<file path="src/rtl/mem_bus_arbiter_pkg.sv">
// Shared types for the memory bus arbiter: FSM states, grant codes and AXI response codes.
// Build option ARB_ROUND_ROBIN_EN is consumed only by arb_grant_sel.
package mem_bus_arbiter_pkg;

   typedef enum logic [2:0] {
      ARB_IDLE  = 3'd0,
      ARB_RD0_A = 3'd1,
      ARB_RD0_R = 3'd2,
      ARB_RD1_A = 3'd3,
      ARB_RD1_R = 3'd4,
      ARB_WR_AW = 3'd5,
      ARB_WR_B  = 3'd6
   } arb_state_t;

   typedef enum logic [1:0] {
      GRANT_NONE = 2'd0,
      GRANT_RD0  = 2'd1,
      GRANT_RD1  = 2'd2,
      GRANT_WR   = 2'd3
   } grant_t;

   localparam logic [1:0] RESP_OKAY   = 2'b00;
   localparam logic [1:0] RESP_SLVERR = 2'b10;
   localparam logic [1:0] RESP_DECERR = 2'b11;

   // last_grant encoding: which read master was served most recently
   localparam logic LAST_M0 = 1'b0;
   localparam logic LAST_M1 = 1'b1;

   function automatic arb_state_t grant_to_state(input grant_t g);
      case (g)
         GRANT_RD0: return ARB_RD0_A;
         GRANT_RD1: return ARB_RD1_A;
         GRANT_WR:  return ARB_WR_AW;
         default:   return ARB_IDLE;
      endcase
   endfunction

endpackage

</file>
<file path="src/rtl/mem_bus_arbiter_grant_sel.sv">
// Combinational grant picker: m1 write always wins; reads use fixed m1 priority or,
// with ARB_ROUND_ROBIN_EN defined, alternate between m0 and m1 when both pend.
module arb_grant_sel
   import mem_bus_arbiter_pkg::*;
(
   input  logic   rq0,
   input  logic   rq1r,
   input  logic   rq1w,
   input  logic   last_grant,
   output grant_t grant
);

`ifdef ARB_ROUND_ROBIN_EN
   always_comb begin
      grant = GRANT_NONE;
      if (rq1w)
         grant = GRANT_WR;
      else if (rq0 && rq1r)
         grant = (last_grant == LAST_M1) ? GRANT_RD0 : GRANT_RD1;
      else if (rq1r)
         grant = GRANT_RD1;
      else if (rq0)
         grant = GRANT_RD0;
   end
`else
   // Fixed priority has no use for history; the tie-off keeps the port uniform.
   logic unused_last_grant;
   assign unused_last_grant = last_grant;

   always_comb begin
      grant = GRANT_NONE;
      if (rq1w)
         grant = GRANT_WR;
      else if (rq1r)
         grant = GRANT_RD1;
      else if (rq0)
         grant = GRANT_RD0;
   end
`endif

endmodule

</file>
<file path="src/rtl/mem_bus_arbiter.sv">
// Two-master AXI-lite arbiter (IFU read-only, EXU read/write) onto one slave port,
// one transaction in flight. Read arbitration mode selected by ARB_ROUND_ROBIN_EN.
module mem_bus_arbiter
   import mem_bus_arbiter_pkg::*;
#(
   parameter int ADDR_W = 32,
   parameter int DATA_W = 32
)(
   input  logic                  clock,
   input  logic                  reset,
   // m0: IFU read
   input  logic [ADDR_W-1:0]     m0_araddr,
   input  logic [2:0]            m0_arsize,
   input  logic                  m0_arvalid,
   output logic                  m0_arready,
   output logic [DATA_W-1:0]     m0_rdata,
   output logic [1:0]            m0_rresp,
   output logic                  m0_rvalid,
   input  logic                  m0_rready,
   // m1: EXU read/write
   input  logic [ADDR_W-1:0]     m1_araddr,
   input  logic [2:0]            m1_arsize,
   input  logic                  m1_arvalid,
   output logic                  m1_arready,
   output logic [DATA_W-1:0]     m1_rdata,
   output logic [1:0]            m1_rresp,
   output logic                  m1_rvalid,
   input  logic                  m1_rready,
   input  logic [ADDR_W-1:0]     m1_awaddr,
   input  logic                  m1_awvalid,
   output logic                  m1_awready,
   input  logic [DATA_W-1:0]     m1_wdata,
   input  logic [DATA_W/8-1:0]   m1_wstrb,
   input  logic                  m1_wvalid,
   output logic                  m1_wready,
   output logic [1:0]            m1_bresp,
   output logic                  m1_bvalid,
   input  logic                  m1_bready,
   // slave
   output logic [ADDR_W-1:0]     s_araddr,
   output logic [2:0]            s_arsize,
   output logic                  s_arvalid,
   input  logic                  s_arready,
   input  logic [DATA_W-1:0]     s_rdata,
   input  logic [1:0]            s_rresp,
   input  logic                  s_rvalid,
   output logic                  s_rready,
   output logic [ADDR_W-1:0]     s_awaddr,
   output logic                  s_awvalid,
   input  logic                  s_awready,
   output logic [DATA_W-1:0]     s_wdata,
   output logic [DATA_W/8-1:0]   s_wstrb,
   output logic                  s_wvalid,
   input  logic                  s_wready,
   input  logic [1:0]            s_bresp,
   input  logic                  s_bvalid,
   output logic                  s_bready
);

   arb_state_t state_reg, state_next;
   logic       aw_done_reg, aw_done_next;
   logic       w_done_reg, w_done_next;
   logic       last_grant_reg, last_grant_next;
   grant_t     grant;
   logic       wr_both_ok;

   arb_grant_sel u_grant_sel (
      .rq0        (m0_arvalid),
      .rq1r       (m1_arvalid),
      .rq1w       (m1_awvalid && m1_wvalid),
      .last_grant (last_grant_reg),
      .grant      (grant)
   );

   // Both halves of the write are accepted towards the EXU in the same cycle.
   assign wr_both_ok = (aw_done_reg || s_awready) && (w_done_reg || s_wready);

   always_ff @(posedge clock) begin
      if (reset) begin
         state_reg      <= ARB_IDLE;
         aw_done_reg    <= 1'b0;
         w_done_reg     <= 1'b0;
         last_grant_reg <= LAST_M1;
      end else begin
         state_reg      <= state_next;
         aw_done_reg    <= aw_done_next;
         w_done_reg     <= w_done_next;
         last_grant_reg <= last_grant_next;
      end
   end

   always_comb begin
      state_next      = state_reg;
      aw_done_next    = aw_done_reg;
      w_done_next     = w_done_reg;
      last_grant_next = last_grant_reg;
      case (state_reg)
         ARB_IDLE: begin
            state_next = grant_to_state(grant);
            if (grant == GRANT_RD0) last_grant_next = LAST_M0;
            if (grant == GRANT_RD1) last_grant_next = LAST_M1;
         end
         ARB_RD0_A: if (s_arvalid && s_arready) state_next = ARB_RD0_R;
         ARB_RD0_R: if (s_rvalid && s_rready)   state_next = ARB_IDLE;
         ARB_RD1_A: if (s_arvalid && s_arready) state_next = ARB_RD1_R;
         ARB_RD1_R: if (s_rvalid && s_rready)   state_next = ARB_IDLE;
         ARB_WR_AW: begin
            if (wr_both_ok) begin
               state_next   = ARB_WR_B;
               aw_done_next = 1'b0;
               w_done_next  = 1'b0;
            end else begin
               aw_done_next = aw_done_reg || (s_awvalid && s_awready);
               w_done_next  = w_done_reg  || (s_wvalid && s_wready);
            end
         end
         ARB_WR_B: if (s_bvalid && s_bready) state_next = ARB_IDLE;
         default: state_next = ARB_IDLE;
      endcase
   end

   always_comb begin
      m0_arready = 1'b0;
      m0_rdata   = '0;
      m0_rresp   = '0;
      m0_rvalid  = 1'b0;
      m1_arready = 1'b0;
      m1_rdata   = '0;
      m1_rresp   = '0;
      m1_rvalid  = 1'b0;
      m1_awready = 1'b0;
      m1_wready  = 1'b0;
      m1_bresp   = '0;
      m1_bvalid  = 1'b0;
      s_araddr   = '0;
      s_arsize   = '0;
      s_arvalid  = 1'b0;
      s_rready   = 1'b0;
      s_awaddr   = '0;
      s_awvalid  = 1'b0;
      s_wdata    = '0;
      s_wstrb    = '0;
      s_wvalid   = 1'b0;
      s_bready   = 1'b0;
      case (state_reg)
         ARB_RD0_A: begin
            s_araddr   = m0_araddr;
            s_arsize   = m0_arsize;
            s_arvalid  = m0_arvalid;
            m0_arready = s_arready;
         end
         ARB_RD0_R: begin
            m0_rdata  = s_rdata;
            m0_rresp  = s_rresp;
            m0_rvalid = s_rvalid;
            s_rready  = m0_rready;
         end
         ARB_RD1_A: begin
            s_araddr   = m1_araddr;
            s_arsize   = m1_arsize;
            s_arvalid  = m1_arvalid;
            m1_arready = s_arready;
         end
         ARB_RD1_R: begin
            m1_rdata  = s_rdata;
            m1_rresp  = s_rresp;
            m1_rvalid = s_rvalid;
            s_rready  = m1_rready;
         end
         ARB_WR_AW: begin
            s_awaddr   = m1_awaddr;
            s_awvalid  = m1_awvalid && !aw_done_reg;
            s_wdata    = m1_wdata;
            s_wstrb    = m1_wstrb;
            s_wvalid   = m1_wvalid && !w_done_reg;
            m1_awready = wr_both_ok;
            m1_wready  = wr_both_ok;
         end
         ARB_WR_B: begin
            m1_bresp  = s_bresp;
            m1_bvalid = s_bvalid;
            s_bready  = m1_bready;
         end
         default: ;
      endcase
   end

endmodule

</file>
<file path="config.mk">
export PLATFORM = sky130hd
export DESIGN_NAME = mem_bus_arbiter
export DESIGN_NICKNAME = d
export VERILOG_FILES = /design/src/rtl/mem_bus_arbiter_pkg.sv /design/src/rtl/mem_bus_arbiter_grant_sel.sv /design/src/rtl/mem_bus_arbiter.sv
export SDC_FILE = /design/constraint.sdc
export NUM_CORES = 1
export LEC_CHECK = 0
export ABC_AREA = 1
export BUFFER_PORTS_ARGS = -buffer_cell sky130_fd_sc_hd__buf_4
export CAP_MARGIN = 20
export CORE_AREA = 4 4 142 144
export DETAILED_ROUTE_END_ITERATION = 6
export DIE_AREA = 0 0 146 148
export PLACE_DENSITY = 0.39
export RECOVER_POWER = 25
export SLEW_MARGIN = 5
export SYNTH_ARGS = -nofsm -noshare
export SYNTH_HDL_FRONTEND = slang
export SYNTH_SLANG_ARGS = --single-unit
</file>
<file path="constraint.sdc">
create_clock -name clock -period 2 [get_ports clock]
set_clock_uncertainty 0.05 [all_clocks]
set_input_delay 0.4 -clock clock [delete_from_list [all_inputs] [get_ports clock]]
set_output_delay 0.4 -clock clock [all_outputs]
set_load 0.1 [all_outputs]
</file>
==> results of run 1 <==
==> cells by family (layout without fill, tap and decap cells) <==
| logic type | after synthesis | count (layout) | share of synthesized area |
|---|---|---|---|
| AO/OA/AOI/OAI | 6 | 6 | 0.01528 |
| buffers and inverters | 146 | 514 | 0.2928 |
| flip-flops | 5 | 5 | 0.05093 |
| other | 0 | 1 | 0 |
| AND/OR/NAND/NOR | 300 | 300 | 0.6410 |
==> cell usage after synthesis <==
cell      instances
nand2_1          54
nand3_1          75
a21oi_1           4
nor2_2            1
clkbuf_1         12
nor2_1          159
dfxtp_1           5
buf_2             7
inv_2             1
nand2_2           3
o21ai_0           2
buf_1             8
nor2_4            1
nand4_1           3
inv_1           114
buf_4             3
nor3_1            2
buf_6             1
nand3_2           2
==> metrics by stage <==
step,std cells,cell area [um2]
after detailed placement,1048,6290
final,1060,7986
after global routing,1059,7984
after global placement,1048,6290
after CTS,1058,7370
after floorplan,457,3154
==> worst max-delay path, delay by kind of cell (launching register included) <==
kind	cells	cell delay (ns)
buffers and inverters	4	0.55
flip-flops	1	0.38
AND/OR/NAND/NOR	3	0.39
==> path summary, 6_finish.rpt <==
kind	to	cells past startpoint	slack (ns)	start
setup / recovery	m1_awready	7	-0.03	state_reg[0]
setup reg to reg	state_reg[1]	10	0.25	state_reg[0]
hold reg to reg	w_done_reg	2	0.50	w_done_reg
hold / removal	state_reg[2]	2	0.29	reset
==> area by class of cell <==
type / instances / area (um2) / share of cell area
sequential: 5 / 108.9 / 0.01363
inverter: 115 / 436.7 / 0.05468
clock buffer: 4 / 78.83 / 0.009870
tap: 234 / 292.8 / 0.03666
antenna: 1 / 2.502 / 0.0003133
multi-input combinational: 306 / 2485 / 0.3111
timing repair buffer: 395 / 4582 / 0.5737
==> repair_timing <==
action                                  in CTS  in global routing
endpoints found under the setup margin     182                146
pin swaps                                    1                  1
resized for setup                          231                139
gates cloned                                 2                  1
buffers inserted                             4                  0
hold buffers                                 0                  0
==> power groups by stage <==
stage               registers [W]  logic, W  clock network, W
CTS                      0.000193   0.00767          0.000332
global placement         0.000181   0.00707                 0
finish                   0.000196   0.00819          0.000330
global route             0.000202   0.00848          0.000343
detailed placement       0.000183   0.00707                 0
floorplan                0.000140   0.00546                 0
==> routing by layer <==
metal	wire length, um	global-route usage	share of wire
met1	5410	0.1446	0.33
met2	8882	0.2647	0.55
met3	1556	0.04721	0.096
met4	396	0.03528	0.024
met5	0	0	0
==> run metrics, run 1 <==
setup slack at placement=0.06756 ns; Lkg Pwr=3.824 nW; drt via density=3.936; max-cap violations=0; first-pass GRT wire length=24210 um; Synth Cell Area=0.001966 mm2; Sum Neg Setup Slack=-0.3058 ns; fin util=0.4270; clock latency at the later pin of the worst-skew pair=0.23 ns; CP endpoint kind=output port; Ys Warns=0; antenna violations before repair=0; Post-Synthesis Cells=457; largest net degree at the start of global routing=33; fmax=491.5 MHz; Yosys reg bits=5; part of the cycle the worst path needs=1.017; sw frac=0.6739; first-pass iteration count of the detailed router=4; post-synth top area share=0.3036; Avg Synthesized Cell Area=4.301 um2; I/O Buffers=372; power per cell area=1091 mW/mm2; part of the power in the clock network=0.038; worst path cell trace=inv_6 > nor2_4 > buf_12 > nand2_8 > buf_16 > nor2_4 > buf_12; Slew headroom=0.7633; vias in the first global route=4427; hold_ws=0.2938 ns; Seq pwr share=0.022; most frequent cells in the layout=229 x buf_4, 139 x nor2_4, 114 x inv_1; HP Class=input port to register; GR Util All Layers=0.1383; net load switching power=0.005872 W; area leader, netlist=nor2_1; Antenna Nets Post-Route=0; worst vdd ir=0.6525 mV; # setup viols final=34; violated checks=negative setup slack; core box area=0.01871 mm2; critical path class=register to output port; minimum clock period=2.034 ns; root buf cell=clkbuf_16; most common cell after layout, fill and taps aside=buf_4; combinational share of power=0.940; syn nets=645; Std-Cell Rows=50; Die H=148 um; unrepaired setup endpoints after global routing=true; Die X=146 um; worst setup margin=-0.03442 ns; max reg flops=3; GP Congestion=0.7875; share of post-route cells with drive strength above 1=0.7212; IO Pins=373; worst-margin pin slew=0.3550 ns; Critical Path RT=1.55 ns; Filler cells=1849; total power=0.008714 W; count of final hold-check violations=0; initial DRC count=89; total number of vias=4172; Final Max Slew Viols=0; Reg clk slew, reported paths=0.03 ns; Clock Sinks=5; H-tree depth=1; slowest CP cell=dfxtp_4; drt wl/cell=15.33 um; grt ovf=0; outcome=finished, violations left; top cells by area, synth=nor2_1 30%, inv_1 22%, nand3_1 19%; worst-path maximum fanout=16; starting density of the core=0.1051; Startpoint Class=register; cts bufs inserted=3; Clock Tree Buf Depth=2; Residual DRC=0; P_int=0.002842 W; CP peak stage delay=0.38 ns; area grow syn2layout=306.3%; Die Area=0.02161 mm2; Cell variety after synth=19; Post-DP HPWL=13180 um; Crit path arrival time=1.58 ns; Final nets=1014; Seq/Total Area, Yosys=0.05092; Routed Wire Length=16250 um; CTS tree=built
No activity file was read; power rests on OpenSTA's default activity.
==> run 2: changes to the inputs <==
--- a/config.mk
+++ b/config.mk
@@ -13,7 +13,7 @@
 export DIE_AREA = 0 0 146 148
 export PLACE_DENSITY = 0.39
 export RECOVER_POWER = 25
-export SLEW_MARGIN = 5
 export SYNTH_ARGS = -nofsm -noshare
 export SYNTH_HDL_FRONTEND = slang
+export SYNTH_HIERARCHICAL = 1
 export SYNTH_SLANG_ARGS = --single-unit
==> run metrics, run 2 <==
outcome=finished, violations left (unchanged); violated checks=negative setup slack (unchanged); Die H=148 um (unchanged); CP delay by family, top=buffers and inverters (unchanged); CP peak stage delay=0.41 ns (was 0.38 ns); largest net degree at the start of global routing=38 (was 33); total number of vias=4129 (was 4172); Clock Sinks=5 (unchanged); core box area=0.01871 mm2 (unchanged); worst setup margin=-0.02168 ns (was -0.03442 ns); antenna violations before repair=0 (unchanged); drt via density=3.852 (was 3.936); Crit path arrival time=1.57 ns (was 1.58 ns); part of the cycle the worst path needs=1.011 (was 1.017); max reg flops=3 (unchanged); drt wl/cell=14.61 um (was 15.33 um); # setup viols final=6 (was 34); IO Pins=373 (unchanged); worst vdd ir=0.9751 mV (was 0.6525 mV); Sum Neg Setup Slack=-0.06273 ns (was -0.3058 ns); Antenna Nets Post-Route=0 (unchanged); power per cell area=1145 mW/mm2 (was 1091 mW/mm2); Worst path depth=7 (unchanged); vias in the first global route=4290 (was 4427); most common cell after layout, fill and taps aside=buf_4 (unchanged); Filler cells=1907 (was 1849); Cells after DPL=1062 (was 1048); sw frac=0.6783 (was 0.6739); Residual DRC=0 (unchanged); Startpoint Class=register (unchanged); Final Max Slew Viols=0 (unchanged); net load switching power=0.005891 W (was 0.005872 W); setup slack at placement=0.1103 ns (was 0.06756 ns); Final nets=1030 (was 1014); Worst setup startpoint=state_reg[0] (unchanged); clock latency at the later pin of the worst-skew pair=0.22 ns (was 0.23 ns); area grow syn2layout=273.8% (was 306.3%); first-pass GRT wire length=23480 um (was 24210 um); worst-margin pin slew=0.4113 ns (was 0.3550 ns); worst r2r src=state_reg[0] (unchanged); HP Class=input port to register (unchanged); reg2reg end=state_reg[1] (unchanged); root buf cell=clkbuf_16 (unchanged); worst path cell trace=inv_6 > nor2_4 > clkbuf_16 > buf_12 > nand3_1 > o21ai_1 > buf_6 (was inv_6 > nor2_4 > buf_12 > nand2_8 > buf_16 > nor2_4 > buf_12); fmax=494.6 MHz (was 491.5 MHz); slowest CP cell=dfxtp_4 (unchanged); combinational share of power=0.939 (was 0.940); H-tree depth=1 (unchanged); I/O Buffers=372 (unchanged); max-cap violations=0 (unchanged); first-pass iteration count of the detailed router=4 (unchanged); share of post-route cells with drive strength above 1=0.7208 (was 0.7212); total power=0.008684 W (was 0.008714 W); critical path class=register to output port (unchanged); most frequent cells in the layout=263 x buf_4, 153 x inv_1, 128 x nor2_4 (was 229 x buf_4, 139 x nor2_4, 114 x inv_1); Die Area=0.02161 mm2 (unchanged); cts bufs inserted=3 (unchanged); Ys Warns=6 (was 0); Die X=146 um (unchanged); initial DRC count=77 (was 89); P_int=0.002793 W (was 0.002842 W); Synth Cell Area=0.002028 mm2 (was 0.001966 mm2); Routed Wire Length=15660 um (was 16250 um); Reg2Reg Setup Slack=0.36 ns (was 0.25 ns); syn nets=651 (was 645); Non-Filler Instances=1072 (was 1060); Post-Synthesis Cells=460 (was 457); Reg clk slew, reported paths=0.03 ns (about the same); hold_buf cts=0 (unchanged); Avg Synthesized Cell Area=4.409 um2 (was 4.301 um2); Clock Tree Buf Depth=2 (unchanged); Post-DP HPWL=13710 um (was 13180 um); Lkg Pwr=3.803 nW (was 3.824 nW); starting density of the core=0.1084 (was 0.1051); GP Congestion=0.7710 (was 0.7875); Std-Cell Rows=50 (unchanged); worst-path maximum fanout=7 (was 16); Worst Setup EP=s_araddr[17] (was m1_awready); hold_ws=0.2918 ns (was 0.2938 ns); Worst Reg-to-Reg Cells=10 (unchanged); grt ovf=0 (unchanged); Seq pwr share=0.023 (was 0.022); Critical Path RT=1.55 ns (about the same); count of final hold-check violations=0 (unchanged); CP endpoint kind=output port (unchanged); unrepaired setup endpoints after global routing=true (unchanged); Slew headroom=0.7258 (was 0.7633); Worst Path Buf+Inv=4 (unchanged); part of the power in the clock network=0.037 (was 0.038); CTS tree=built (unchanged); minimum clock period=2.022 ns (was 2.034 ns); GR Util All Layers=0.1330 (was 0.1383); antenna cells=0 (was 1)
## run 2: power by group through the flow
stage	combinational [W]	clock [W]	sequential, W
global route	0.00846	0.000342	0.000208
finish	0.00816	0.000326	0.000202
CTS	0.00752	0.000332	0.000199
floorplan	0.00562	0	0.000149
detailed placement	0.00731	0	0.000192
global placement	0.00730	0	0.000190
## run 2: cell type report
class | instances | area, um2 | area share
sequential | 5 | 108.9 | 0.01436
multi-input combinational | 272 | 2636 | 0.3477
timing repair buffer | 401 | 3871 | 0.5106
inverter | 156 | 594.3 | 0.07838
tap | 234 | 292.8 | 0.03861
clock buffer | 4 | 78.83 | 0.01040
## run 2: worst min-delay path by stage
stage                   end  cells after the start   startpoint  slack, ns
6_report       state_reg[2]                      2        reset       0.29
5_1_grt        state_reg[2]                      2        reset       0.30
4_1_cts        state_reg[2]                      2        reset       0.29
3_3_place_gp    aw_done_reg                      2  aw_done_reg       0.48
2_1_floorplan  state_reg[2]                      1        reset       0.42
3_5_place_dp    aw_done_reg                      2  aw_done_reg       0.49
## run 2: what timing repair did
| item | in CTS | in global routing |
|---|---|---|
| setup buffers | 0 | 5 |
| hold endpoints to repair | 0 | 0 |
| resized for setup | 42 | 150 |
| cloned | 0 | 1 |
| setup endpoints to repair | 177 | 158 |
## run 2: stage by stage
stage,area (um2),utilization
CTS,6949,0.3715
floorplan,3446,-
detailed placement,6718,0.3591
finish,7582,0.4054
global route,7582,0.4054
global placement,6718,0.3591
## run 2: per-layer routing
metal / wire length, um / GRT usage / share of wire / vias to the layer above
li1: - / - / - / 2065
met1: 5055 / 0.1341 / 0.32 / 1845
met2: 8969 / 0.2680 / 0.57 / 211
met3: 1486 / 0.04476 / 0.095 / 8
met4: 148 / 0.02023 / 0.0095 / 0
met5: 0 / 0 / 0 / -
==> run 3: changes to the inputs <==
--- a/config.mk
+++ b/config.mk
@@ -13,7 +13,9 @@
 export DIE_AREA = 0 0 146 148
 export PLACE_DENSITY = 0.39
 export RECOVER_POWER = 25
+export SLEW_MARGIN = 20
 export SYNTH_ARGS = -nofsm -noshare
 export SYNTH_HDL_FRONTEND = slang
 export SYNTH_HIERARCHICAL = 1
 export SYNTH_SLANG_ARGS = --single-unit
+export TNS_END_PERCENT = 30
==> run metrics, run 3 (synthesis gave the netlist of run 2 again) <==
outcome=finished, violations left (unchanged); violated checks=negative setup slack (unchanged); core box area=0.01871 mm2 (unchanged); antenna cells=0 (unchanged); hold_ws=0.2887 ns (was 0.2918 ns); initial DRC count=107 (was 77); IO Pins=373 (unchanged); Die X=146 um (unchanged); HP Class=input port to register (unchanged); unrepaired setup endpoints after global routing=true (unchanged); antenna violations before repair=0 (unchanged); Die Area=0.02161 mm2 (unchanged); max reg flops=3 (unchanged); total number of vias=3989 (was 4129); fmax=498.9 MHz (was 494.6 MHz); first-pass iteration count of the detailed router=4 (unchanged); clock latency at the later pin of the worst-skew pair=0.22 ns (about the same); # setup viols final=1 (was 6); most frequent cells in the layout=270 x buf_4, 153 x inv_1, 111 x nor2_2 (was 263 x buf_4, 153 x inv_1, 128 x nor2_4); worst r2r src=state_reg[0] (unchanged); Antenna Nets Post-Route=0 (unchanged); Residual DRC=0 (unchanged); Final nets=1014 (was 1030); Reg clk slew, reported paths=0.03 ns (about the same); GP Congestion=0.8227 (was 0.7710); area grow syn2layout=239.2% (was 273.8%); Crit path arrival time=1.55 ns (was 1.57 ns); hold_buf cts=0 (unchanged); Worst Reg-to-Reg Cells=9 (was 10); CP endpoint kind=output port (unchanged); WHS Path Cells=2 (unchanged); share of post-route cells with drive strength above 1=0.6934 (was 0.7208); most common cell after layout, fill and taps aside=buf_4 (unchanged); Die H=148 um (unchanged); Routed Wire Length=15340 um (was 15660 um); Cells after DPL=1052 (was 1062); global-route met3 utilization=0.03525 (was 0.04476); Final Max Slew Viols=0 (unchanged); worst-path maximum fanout=25 (was 7); cts bufs inserted=3 (unchanged); vias in the first global route=4262 (was 4290); H-tree depth=1 (unchanged); met1 Resource Use GR=0.1277 (was 0.1341); starting density of the core=0.1084 (unchanged); power per cell area=1165 mW/mm2 (was 1145 mW/mm2); largest net degree at the start of global routing=37 (was 38); grt ovf=0 (unchanged); Critical Path RT=1.55 ns (about the same); root buf cell=clkbuf_16 (unchanged); Clock Tree Buf Depth=2 (unchanged); I/O Buffers=372 (unchanged); count of final hold-check violations=0 (unchanged); Std-Cell Rows=50 (unchanged); Clock Sinks=5 (unchanged); CTS tree=built (unchanged); placed cell areas=0.005962 mm2 (was 0.006718 mm2); first-pass GRT wire length=22550 um (was 23480 um); hold path startpoint=reset (unchanged); final instance area=0.006879 mm2 (was 0.007582 mm2); worst-margin pin slew=0.2774 ns (was 0.4113 ns); Slew headroom=0.8136 (was 0.7258); Lkg Pwr=3.699 nW (was 3.803 nW); gr busiest metal=met2 (unchanged); fin util=0.3678 (was 0.4054); Worst setup startpoint=state_reg[2] (was state_reg[0]); critical path class=register to output port (unchanged); worst vdd ir=0.4816 mV (was 0.9751 mV); max-cap violations=0 (unchanged); minimum clock period=2.004 ns (was 2.022 ns); Post-DP HPWL=12970 um (was 13710 um); drt wl/cell=14.52 um (was 14.61 um); setup slack at placement=0.08760 ns (was 0.1103 ns); Reg2Reg Setup Slack=0.36 ns (about the same); GR Util All Layers=0.1284 (was 0.1330); worst setup margin=-0.004264 ns (was -0.02168 ns); drt via density=3.777 (was 3.852); Startpoint Class=register (unchanged); GRT met2 Usage=0.2652 (was 0.2680); part of the cycle the worst path needs=1.002 (was 1.011); Non-Filler Instances=1056 (was 1072)
-- run 3: cell count changes in the layout (fill, tap and decap cells not counted), moves of 3 or more --
| cell | previous run | this run |
|---|---|---|
| nand3_1 | 33 | 37 |
| nor2_4 | 128 | 21 |
| buf_8 | 22 | 52 |
| nor2_2 | 18 | 111 |
| buf_6 | 68 | 30 |
| nand3_2 | 6 | 3 |
| nor2_1 | 11 | 25 |
| buf_4 | 263 | 270 |
| clkbuf_4 | 12 | 0 |
-- run 3: repair_timing --
| item | in CTS | in global routing |
|---|---|---|
| endpoints found under the hold margin | 0 | 0 |
| gates resized for setup | 133 | 83 |
| endpoints found under the setup margin | 146 | 107 |
| cloned | 0 | 0 |
| setup buffers | 0 | 0 |
-- run 3: final cells by class --
cell class,count,area [um2]
Timing Repair Buffer,385,3806
Inverter,156,589.3
Clock buffer,4,78.83
Fill cell,1949,11830
Tap cell,234,292.8
Sequential cell,5,106.4
Multi-Input combinational cell,272,2006
-- run 3: report_power, final --
| group | internal (W) | switching, W | total [W] | leakage (nW) |
|---|---|---|---|---|
| Clock | 0.000263 | 0.0000588 | 0.000322 | 0.0382 |
| Sequential | 0.000131 | 0.0000479 | 0.000179 | 0.0422 |
| Combinational | 0.00206 | 0.00545 | 0.00751 | 3.62 |
| Total | 0.00245 | 0.00556 | 0.00801 | 3.70 |
-- run 3: per-stage QoR --
step | total power, W | setup TNS (ns)
2_1_floorplan | 0.005458 | -35.20
3_3_place_gp | 0.007068 | 0
3_5_place_dp | 0.007075 | 0
4_1_cts | 0.007816 | -0.06183
5_1_grt | 0.008303 | -2.121
6_report | 0.008012 | -0.004264
-- run 3: final timing paths --
check / endpoint
min reg2reg: aw_done_reg
max: s_arsize[2]
min: state_reg[2]
max reg2reg: state_reg[0]
-- run 3: layer usage --
| metal | share of wire | up-vias | routed length [um] |
|---|---|---|---|
| met4 | 0.011 | 0 | 175 |
| met5 | 0 | - | 0 |
| li1 | - | 2019 | - |
| met1 | 0.33 | 1777 | 4987 |
| met3 | 0.079 | 12 | 1207 |
| met2 | 0.58 | 181 | 8965 |
-- run 3: critical path: stages (launching register included) --
cell     delay [ns]
dfxtp_4        0.37
buf_4          0.16
nor2_4         0.16
buf_12         0.18
nand3_1        0.15
o21ai_4        0.11
buf_12         0.19
